`config.mk`:
```
export PLATFORM = sky130hd
export DESIGN_NAME = reconfig_controller
export DESIGN_NICKNAME = d
export VERILOG_FILES = /design/src/rtl/reconfig_controller.sv
export SDC_FILE = /design/constraint.sdc
export NUM_CORES = 1
export LEC_CHECK = 0
export BUFFER_PORTS_ARGS = -buffer_cell sky130_fd_sc_hd__clkbuf_2
export CAP_MARGIN = 15
export CORE_MARGIN = 2
export CORE_UTILIZATION = 64
export CTS_BUF_LIST = sky130_fd_sc_hd__clkbuf_2 sky130_fd_sc_hd__clkbuf_4 sky130_fd_sc_hd__clkbuf_8
export DETAILED_ROUTE_END_ITERATION = 10
export PLACE_DENSITY = 0.92
export REMOVE_ABC_BUFFERS = 1
export SLEW_MARGIN = 10
export SYNTH_ARGS = -nofsm -noshare
export SYNTH_HDL_FRONTEND = slang
export SYNTH_SLANG_ARGS = --single-unit
```
`constraint.sdc`:
```
create_clock -name clock -period 5.6 [get_ports clock]
set_clock_uncertainty 0.1 [all_clocks]
set_input_delay 0.84 -clock clock [delete_from_list [all_inputs] [get_ports clock]]
set_output_delay 0.84 -clock clock [all_outputs]
set_load 0.05 [all_outputs]
```
`src/rtl/reconfig_controller.sv`:
```
// reconfig_controller: accepts dataflow reconfiguration requests, drains the
// shared datapath of in-flight tokens, switches the registered ID that feeds
// the configurator, and keeps input traffic stalled until the new setting
// has settled.
module reconfig_controller #(
   parameter int ID_W          = 8,
   parameter int NUM_CFG       = 3,
   parameter int DEFAULT_ID    = 1,
   parameter int CNT_W         = 8,
   parameter int SETTLE_CYCLES = 2
) (
   input  logic            clock,
   input  logic            reset,
   input  logic            cfg_id_valid,
   input  logic [ID_W-1:0] cfg_id,
   output logic            cfg_id_ready,
   output logic            cfg_done,
   output logic            cfg_err,
   output logic            cfg_busy,
   input  logic            in_fire,
   input  logic            out_fire,
   output logic            stall,
   output logic [ID_W-1:0] ID
);

   // Settle counter only needs to hold SETTLE_CYCLES.
   localparam int SET_W = (SETTLE_CYCLES < 2) ? 1 : $clog2(SETTLE_CYCLES + 1);

   localparam logic [ID_W-1:0]  MAX_ID      = ID_W'(NUM_CFG);
   localparam logic [ID_W-1:0]  RESET_ID    = ID_W'(DEFAULT_ID);
   localparam logic [CNT_W-1:0] CNT_MAX     = '1;
   localparam logic [SET_W-1:0] SETTLE_INIT = SET_W'(SETTLE_CYCLES);
   localparam logic [SET_W-1:0] SETTLE_LAST = SET_W'(1);

   typedef enum logic [1:0] {
      RUN    = 2'd0,
      DRAIN  = 2'd1,
      SETTLE = 2'd2
   } state_t;

   state_t           state_reg, state_next;
   logic [ID_W-1:0]  id_reg, id_next;
   logic [ID_W-1:0]  pending_reg, pending_next;
   logic [CNT_W-1:0] cnt_reg, cnt_next;
   logic [SET_W-1:0] settle_reg, settle_next;
   logic             done_reg, done_next;
   logic             err_reg, err_next;
   logic             stall_reg, stall_next;
   logic             busy_reg, busy_next;
   logic             ready_reg, ready_next;
   logic             accept;

   assign accept = cfg_id_valid & ready_reg;

   // In-flight token count: simultaneous enter/leave cancel, never wraps.
   always_comb begin
      cnt_next = cnt_reg;
      case ({in_fire, out_fire})
         2'b10:   if (cnt_reg != CNT_MAX) cnt_next = cnt_reg + 1'b1;
         2'b01:   if (cnt_reg != '0)      cnt_next = cnt_reg - 1'b1;
         default: cnt_next = cnt_reg;
      endcase
   end

   // Next-state logic for the request / drain / settle sequence.
   always_comb begin
      state_next   = state_reg;
      id_next      = id_reg;
      pending_next = pending_reg;
      settle_next  = settle_reg;
      done_next    = 1'b0;
      err_next     = 1'b0;
      case (state_reg)
         RUN: begin
            if (accept) begin
               if (cfg_id == '0 || cfg_id > MAX_ID) begin
                  err_next = 1'b1;
               end else if (cfg_id == id_reg) begin
                  done_next = 1'b1;
               end else begin
                  pending_next = cfg_id;
                  state_next   = DRAIN;
               end
            end
         end
         DRAIN: begin
            // Look at the post-update count so the last departing token
            // releases the switch in the same cycle it leaves.
            if (cnt_next == '0) begin
               id_next     = pending_reg;
               settle_next = SETTLE_INIT;
               state_next  = SETTLE;
            end
         end
         SETTLE: begin
            if (settle_reg == SETTLE_LAST) begin
               state_next = RUN;
               done_next  = 1'b1;
            end else begin
               settle_next = settle_reg - 1'b1;
            end
         end
         default: state_next = RUN;
      endcase
   end

   // Output flags are derived from next state so they register with it.
   always_comb begin
      busy_next  = (state_next != RUN);
      ready_next = (state_next == RUN);
      stall_next = (state_next != RUN) || (cnt_next == CNT_MAX);
   end

   // State and registered outputs; reset aborts any sequence in progress.
   always_ff @(posedge clock) begin
      if (reset) begin
         state_reg   <= RUN;
         id_reg      <= RESET_ID;
         pending_reg <= '0;
         cnt_reg     <= '0;
         settle_reg  <= '0;
         done_reg    <= 1'b0;
         err_reg     <= 1'b0;
         stall_reg   <= 1'b0;
         busy_reg    <= 1'b0;
         ready_reg   <= 1'b1;
      end else begin
         state_reg   <= state_next;
         id_reg      <= id_next;
         pending_reg <= pending_next;
         cnt_reg     <= cnt_next;
         settle_reg  <= settle_next;
         done_reg    <= done_next;
         err_reg     <= err_next;
         stall_reg   <= stall_next;
         busy_reg    <= busy_next;
         ready_reg   <= ready_next;
      end
   end

   assign cfg_id_ready = ready_reg;
   assign cfg_done     = done_reg;
   assign cfg_err      = err_reg;
   assign cfg_busy     = busy_reg;
   assign stall        = stall_reg;
   assign ID           = id_reg;

endmodule

```
==> reports/qor_table.md, run 1 <==
| Stage | Item | Reported |
| --- | --- | --- |
| placement | Detailed-placement wirelength estimate | 3170 um |
| synthesis | Most instantiated library cell after synthesis | sky130_fd_sc_hd__dfxtp_1 |
| power | Leakage Power | 0.818 nW |
| route | Routed Antenna Nets | 0 |
| synthesis | Mapped Cells | 225 |
| synthesis | Synth Warn # | 0 |
| floorplan | Effective utilization at floorplan | 68.3% |
| global routing | Antenna violations before repair | 0 |
| clock tree | Deepest clock path buffer count | 2 |
| worst setup path | Worst setup EP type | flop |
| route | Vias per cell | 6.27 |
| sta | Share of the clock period used by the worst path | 56.0% |
| worst setup path | Required arrival time at the worst endpoint | 5.73 ns |
| floorplan | Row count | 19 |
| global routing | GRT Total Usage | 28.4% |
| worst setup path | Slowest stage cell on the critical path | sky130_fd_sc_hd__ha_1 |
| synthesis | Part of the Yosys area used for sequential elements | 34.8% |
| sta | Number of pins exceeding their max-slew limit in the final report | 0 |
| route | DRT Wirelength | 4390 um |
| placement | Weighted congestion at the end of routability-driven global placement | 0.927 |
| synthesis | Area of the mapped netlist | 0.00190 mm^2 |
| synthesis | Dominant cells by area after synthesis | sky130_fd_sc_hd__dfxtp_1, sky130_fd_sc_hd__nor2_1, sky130_fd_sc_hd__ha_1, sky130_fd_sc_hd__xnor2_1, sky130_fd_sc_hd__a21oi_1 |
| final layout | Inserted Diodes | 0 |
| hold path | Min-delay worst type | reg -> reg |
| sta | Setup TNS | 0 ns |
| global routing | Total grt overflow | 0 |
| clock tree | Number of setup buffers added after CTS | 0 |
| synthesis | Yosys reg bits | 33 |
| clock tree | Number of instances resized during post-cts repair | 0 |
| route | Via Count | 1725 |
| worst setup path | Element type at the critical path start | input port |
| sta | Upper clock frequency limit | 0.319 GHz |
| clock tree | CTS tree | done |
| worst setup path | CP cell instances | clkbuf_2 > inv_1 > ha_1 > nor4_1 > a21oi_1 > a31o_2 > a21oi_1 > nand4_2 > o21a_1 > a211o_1 |
| final layout | Syn-to-layout area delta | 9.68% |
| clock tree | Clock tree sinks | 33 |
| clock tree | Number of clock buffers inserted by TritonCTS | 5 |
| final layout | Layout cells sized above 1 | 19.7% |
| synthesis | Mean instance size in the synthesized netlist | 8.45 um^2 |
| floorplan | Total Die Area | 0.00342 mm^2 |
| worst setup path | Worst Path Arrival | 3.26 ns |
| global routing | Wire length of the first global-routing pass | 7300 um |
| synthesis | Biggest area consumer among synthesized cells | sky130_fd_sc_hd__dfxtp_1 |
| clock tree | Clock slew at the register clock pins of the worst setup and hold paths | 0.11 ns |
| job | Max capacitance violation total | 0 |
| clock tree | Hold-fix buffers at CTS | 0 |
| sta | Total setup violations reported at the end of the flow | 0 |
| floorplan | Chip Width | 58.5 um |
| route | Starting DRT DRC Count | 177 |
| worst setup path | Family with the most delay on the worst path | compound AO/OA/AOI/OAI gates |
| final layout | Number of nets at the end of the flow | 262 |
| placement | Pre-CTS setup slack | 2.17 ns |
| worst setup path | Setup Crit Path Kind | in -> reg |
| power | Power density relative to cell area | 270 mW/mm^2 |
| run status | Result of the run | complete, no violations |
| power | Worst vdd rail ir drop | 0.421 mV |
| sta | Hold violation count in the final report | 0 |
| global routing | Number of global-route vias before repair | 1585 |
| floorplan | Die boundary height | 58.5 um |
| placement | Post-Place Cells | 267 |
| sta | Setup repair after global routing missed its margin | false |
| sta | Fin Hold WS | 0.360 ns |
| worst setup path | Highest cell delay on the worst timing path | 0.48 ns |
| route | Remaining design rule violation count | 0 |
| worst setup path | WP buf/inv | 2 |
| sta | Transition at the pin with the smallest max-transition slack | 0.903 ns |
| synthesis | Unique masters post-synth | 53 |
| final layout | Fraction of the core area covered by cells at the end of the flow | 74.9% |
| worst setup path | CP dominant cell by count | sky130_fd_sc_hd__a21oi_1 |
| sta | Min Tclk post-route | 3.14 ns |
| synthesis | Top FF cell, synth | sky130_fd_sc_hd__dfxtp_1 |
| clock tree | Count of H-tree levels built during CTS | 2 |
| placement | Number of port buffers | 25 |
| synthesis | Top cells by instance count after synthesis | sky130_fd_sc_hd__dfxtp_1, sky130_fd_sc_hd__nor2_1, sky130_fd_sc_hd__inv_1 |
| synthesis | Synth async-reset ratio | 0% |
| route | Length of the first detailed-routing pass in iterations | 5 |
| worst setup path | Worst-path maximum fanout | 16 |
| synthesis | Count of flip-flops with a built-in enable after synthesis | 0 |
| global routing | Maximum number of pins on one net before global-route repair | 33 |
| final layout | Final Non-Filler Cells | 275 |
| clock tree | Insertion delay of the later-clocked pin in the worst-skew pair | 0.34 ns |
| route | WL per Instance | 16.0 um |
| sta | Setup ws final | 2.46 ns |
| clock tree | Root buffer cell | sky130_fd_sc_hd__clkbuf_4 |
| floorplan | Ports | 26 |
| synthesis | Area fraction of the dominant cell type after synthesis | 34.8% |
| floorplan | Core ar. | 0.00278 mm^2 |
| sta | Slew Limit Headroom | 39.6% |
-- worst reg2reg max path, stage by stage, from the launching register on --
cell	delay (ns)
sky130_fd_sc_hd__dfxtp_1	0.45
sky130_fd_sc_hd__nor4_4	0.50
sky130_fd_sc_hd__a21oi_2	0.16
sky130_fd_sc_hd__a21o_1	0.19
sky130_fd_sc_hd__a211oi_2	0.34
sky130_fd_sc_hd__nand4_2	0.36
sky130_fd_sc_hd__o21a_1	0.29
sky130_fd_sc_hd__a211o_1	0.27
-- cells by family (layout without fill, tap and decap cells) --
family                   after synthesis  after routing  share of synthesized area, %
multiplexers                           4              4                          2.24
AO/OA/AOI/OAI                         55             55                          20.5
adder cells (fa/ha/maj)                6              6                          3.95
buffers and inverters                 29             48                          7.31
AND/OR/NAND/NOR                       90             90                          27.5
XOR/XNOR                               8              8                          3.69
flip-flops                            33             33                          34.8
-- routing by layer --
layer	track usage, %	wire [um]
met3	5.93	236
met1	35.0	1770
met4	13.0	167
met2	47.7	2210
met5	0	0
-- power by group --
part / internal, mW / total [mW] / switching (mW)
Clock: 0.138 / 0.218 / 0.0801
Sequential: 0.239 / 0.248 / 0.00943
Combinational: 0.0380 / 0.0973 / 0.0593
-- metrics by stage --
stage               cell area [um^2]  power [mW]
finish                          2080       0.564
global route                    2080       0.589
CTS                             2080       0.565
detailed placement              1980       0.349
global placement                1980       0.346
floorplan                       1820       0.322
-- worst paths after layout --
| path | from | to | slack, ns | depth (start not counted) |
|---|---|---|---|---|
| max | in_fire | ID[0] | 2.46 | 10 |
| min | pending_reg[6] | pending_reg[6] | 0.36 | 2 |
| max reg2reg | cnt_reg[3] | ID[0] | 2.82 | 7 |
| min reg2reg | pending_reg[6] | pending_reg[6] | 0.36 | 2 |
-- layout make-up --
| class | instances | area (um^2) |
|---|---|---|
| multi-input combinational | 163 | 1100 |
| fill | 211 | 697 |
| sequential | 33 | 661 |
| timing repair buffer | 25 | 125 |
| clock inverter | 3 | 65.1 |
| inverter | 15 | 56.3 |
| tap | 31 | 38.8 |
| clock buffer | 5 | 37.5 |
-- cell usage in the layout (no fill, tap or decap), types with 4 or more instances in the layout --
master	count
sky130_fd_sc_hd__nand2_1	8
sky130_fd_sc_hd__nor2_1	23
sky130_fd_sc_hd__nor2b_1	8
sky130_fd_sc_hd__clkbuf_2	25
sky130_fd_sc_hd__or3_1	9
sky130_fd_sc_hd__nor3_1	13
sky130_fd_sc_hd__a31oi_1	4
sky130_fd_sc_hd__nor4_1	4
sky130_fd_sc_hd__inv_1	15
sky130_fd_sc_hd__o21ai_0	11
sky130_fd_sc_hd__a21oi_1	13
sky130_fd_sc_hd__ha_1	6
sky130_fd_sc_hd__dfxtp_1	33
sky130_fd_sc_hd__nand3_1	6
sky130_fd_sc_hd__xnor2_1	8
sky130_fd_sc_hd__clkbuf_4	5
(Power assumes the default switching activity.)
==> inputs of run 2 (changes only) <==
Settings changed: CORE_UTILIZATION 64 to 53, PLACE_DENSITY 0.92 to 0.82.
Clock period 5.6 ns to 2.8 ns, I/O delays scaled along.
==> run 2 against run 1 <==
  * Sequential cell count unchanged
  * Via count increased by 0.99%
  * Core utilization decreased by 10 points
  * Critical path depth decreased by 2
  * Clock power increased by 19%
  * Worst setup slack got worse by 2.3 ns
  * Worst hold slack got worse by 0.098 ns
  * Largest power group unchanged
  * Sequential power increased by 99%
  * Cell count increased by 9.8%
==> reports/qor_table.md, run 2 (synthesized netlist as in run 1, its figures left out) <==
| Stage | Item | Reported | Delta |
| --- | --- | --- | --- |
| run status | Result of the run | complete, no violations | unchanged |
| power | Net switching power | 317 uW | was 149 uW |
| placement | Weighted congestion at the end of routability-driven global placement | 0.937 | was 0.927 |
| sta | Share of the clock period used by the worst path | 94.4% |  |
| clock tree | Number of clock buffers inserted by TritonCTS | 5 | unchanged |
| final layout | Syn-to-layout area delta | 14.9% | was 9.68% |
| worst setup path | Number of cells on the worst reg-to-reg path | 8 | was 7 |
| final layout | Fill cell total of the finished layout | 307 | was 211 |
| power | Pint | 676 uW | was 415 uW |
| final layout | Commonest cells after routing, fill and taps aside | sky130_fd_sc_hd__dfxtp_1, sky130_fd_sc_hd__clkbuf_2, sky130_fd_sc_hd__nor2_1 | unchanged |
| sta | Transition at the pin with the smallest max-transition slack | 0.590 ns | was 0.903 ns |
| floorplan | Ports | 26 | unchanged |
| final layout | Commonest non-fill, non-tap cell in the layout | sky130_fd_sc_hd__dfxtp_1 | unchanged |
| global routing | Total grt overflow | 0 | unchanged |
| placement | Post-placement cell area | 0.00209 mm^2 | was 0.00198 mm^2 |
| power | Clk network pwr share | 26.1% | was 38.7% |
| clock tree | Insertion delay of the later-clocked pin in the worst-skew pair | 0.34 ns | about the same |
| route | Via Count | 1742 | was 1725 |
| floorplan | Chip Width | 63.9 um | was 58.5 um |
| power | Proportion of power drawn by flip-flops and latches | 49.7% | was 44.0% |
| route | Starting DRT DRC Count | 124 | was 177 |
| clock tree | Root buffer cell | sky130_fd_sc_hd__clkbuf_4 | unchanged |
| worst setup path | Setup Crit Path Kind | reg -> reg | was in -> reg |
| clock tree | Count of H-tree levels built during CTS | 2 | unchanged |
| final layout | Inserted Diodes | 0 | unchanged |
| sta | Min Tclk post-route | 2.64 ns |  |
| route | DRT Wirelength | 4270 um | was 4390 um |
| sta | Total setup violations reported at the end of the flow | 0 | unchanged |
| clock tree | Clock slew at the register clock pins of the worst setup and hold paths | 0.11 ns | about the same |
| placement | Post-Place Cells | 292 | was 267 |
| worst setup path | Required arrival time at the worst endpoint | 2.97 ns | was 5.73 ns |
| power | Relative contribution of combinational cells to total power | 24.2% | was 17.3% |
| worst setup path | Worst-path maximum fanout | 9 | was 16 |
| sta | Upper clock frequency limit | 0.378 GHz |  |
| route | WL per Instance | 14.1 um | was 16.0 um |
| final layout | Design Area, Final | 0.00218 mm^2 | was 0.00208 mm^2 |
| power | Fraction of power spent switching nets | 31.9% | was 26.4% |
| placement | Detailed-placement wirelength estimate | 3090 um | was 3170 um |
| sta | Slew Limit Headroom | 60.7% | was 39.6% |
| final layout | Layout cells sized above 1 | 23.8% | was 19.7% |
| route | Length of the first detailed-routing pass in iterations | 5 | unchanged |
| power | Worst vdd rail ir drop | 0.260 mV | was 0.421 mV |
| floorplan | Total Die Area | 0.00408 mm^2 | was 0.00342 mm^2 |
| global routing | Antenna violations before repair | 0 | unchanged |
| route | Routed Antenna Nets | 0 | unchanged |
| floorplan | Effective utilization at floorplan | 56.1% | was 68.3% |
| clock tree | Hold-fix buffers at CTS | 0 | unchanged |
| worst setup path | Worst Path Arrival | 2.82 ns | was 3.26 ns |
| clock tree | Deepest clock path buffer count | 2 | unchanged |
| route | Vias per cell | 5.77 | was 6.27 |
| sta | Hold violation count in the final report | 0 | unchanged |
| worst setup path | Worst setup EP type | flop | unchanged |
| global routing | Number of global-route vias before repair | 1581 | was 1585 |
| power | Leakage Power | 0.872 nW | was 0.818 nW |
| floorplan | Die boundary height | 63.9 um | was 58.5 um |
| worst setup path | Element type at the critical path start | flop | was input port |
| floorplan | Core ar. | 0.00339 mm^2 | was 0.00278 mm^2 |
| final layout | Number of nets at the end of the flow | 274 | was 262 |
| hold path | Instance count along the most critical hold path | 3 | was 2 |
| power | Power density relative to cell area | 454 mW/mm^2 | was 270 mW/mm^2 |
| final layout | Final Non-Filler Cells | 302 | was 275 |
| floorplan | Row count | 21 | was 19 |
| global routing | Maximum number of pins on one net before global-route repair | 33 | unchanged |
| clock tree | CTS tree | done | unchanged |
| global routing | Wire length of the first global-routing pass | 6830 um | was 7300 um |
| placement | Number of port buffers | 25 | unchanged |
| route | Remaining design rule violation count | 0 | unchanged |
| sta | Number of pins exceeding their max-slew limit in the final report | 0 | unchanged |
| clock tree | Clock tree sinks | 33 | unchanged |
| job | Max capacitance violation total | 0 | unchanged |
| sta | Setup TNS | 0 ns | unchanged |
| hold path | Min-delay worst type | in -> reg | was reg -> reg |
| global routing | GRT Total Usage | 21.2% | was 28.4% |
-- run 2: metrics by stage --
stage	total power [mW]	hold slack (ns)	setup WS (ns)	utilization, %
2_1_floorplan	0.643	0.315	0.225	-
3_3_place_gp	0.712	0.329	0.0990	61.6
3_5_place_dp	0.715	0.334	0.0256	61.6
4_1_cts	0.968	0.254	0.128	63.2
5_1_grt	1.04	0.262	-0.0181	64.5
6_report	0.992	0.262	0.156	64.5
-- run 2: path summary, 6_finish.rpt --
path                   from             end  slack (ns)
min reg2reg  pending_reg[3]  pending_reg[3]        0.35
min               cfg_id[1]  pending_reg[1]        0.26
max reg2reg      cnt_reg[1]           ID[6]        0.16
max              cnt_reg[1]           ID[6]        0.16
-- run 2: final cells by class --
cell class	count	area, um^2	area share (%)
inverters	15	56.3	2.58
clock buffers	5	37.5	1.72
repair buffers	36	233	10.7
multi-input cells	164	1120	51.3
well taps	46	57.6	2.63
clock inverters	3	17.5	0.802
flip-flops and latches	33	662	30.3
-- run 2: metal layers --
metal	wire length, um	global-route usage [%]	part of all wire (%)
met1	1830	24.3	43
met2	2130	36.8	50
met3	174	3.70	4.1
met4	132	12.2	3.1
met5	0	0	0
-- run 2: critical path: stages (launching register included) --
cell	delay, ns
sky130_fd_sc_hd__dfxtp_1	0.46
sky130_fd_sc_hd__ha_1	0.27
sky130_fd_sc_hd__and4_1	0.30
sky130_fd_sc_hd__nand2_1	0.15
sky130_fd_sc_hd__a32o_1	0.28
sky130_fd_sc_hd__a21oi_2	0.27
sky130_fd_sc_hd__nand4_4	0.22
sky130_fd_sc_hd__or3_1	0.40
sky130_fd_sc_hd__a21oi_1	0.13
-- run 2: what timing repair did --
item	CTS	global route
endpoints found under the setup margin	0	11
resized for setup	0	2
setup buffers	0	1
-- run 2: power groups by stage --
stage	logic [mW]	registers [mW]	clock network, mW
4_1_cts	0.211	0.493	0.264
3_5_place_dp	0.211	0.504	0
6_report	0.240	0.494	0.259
3_3_place_gp	0.208	0.504	0
5_1_grt	0.263	0.496	0.279
2_1_floorplan	0.138	0.506	0
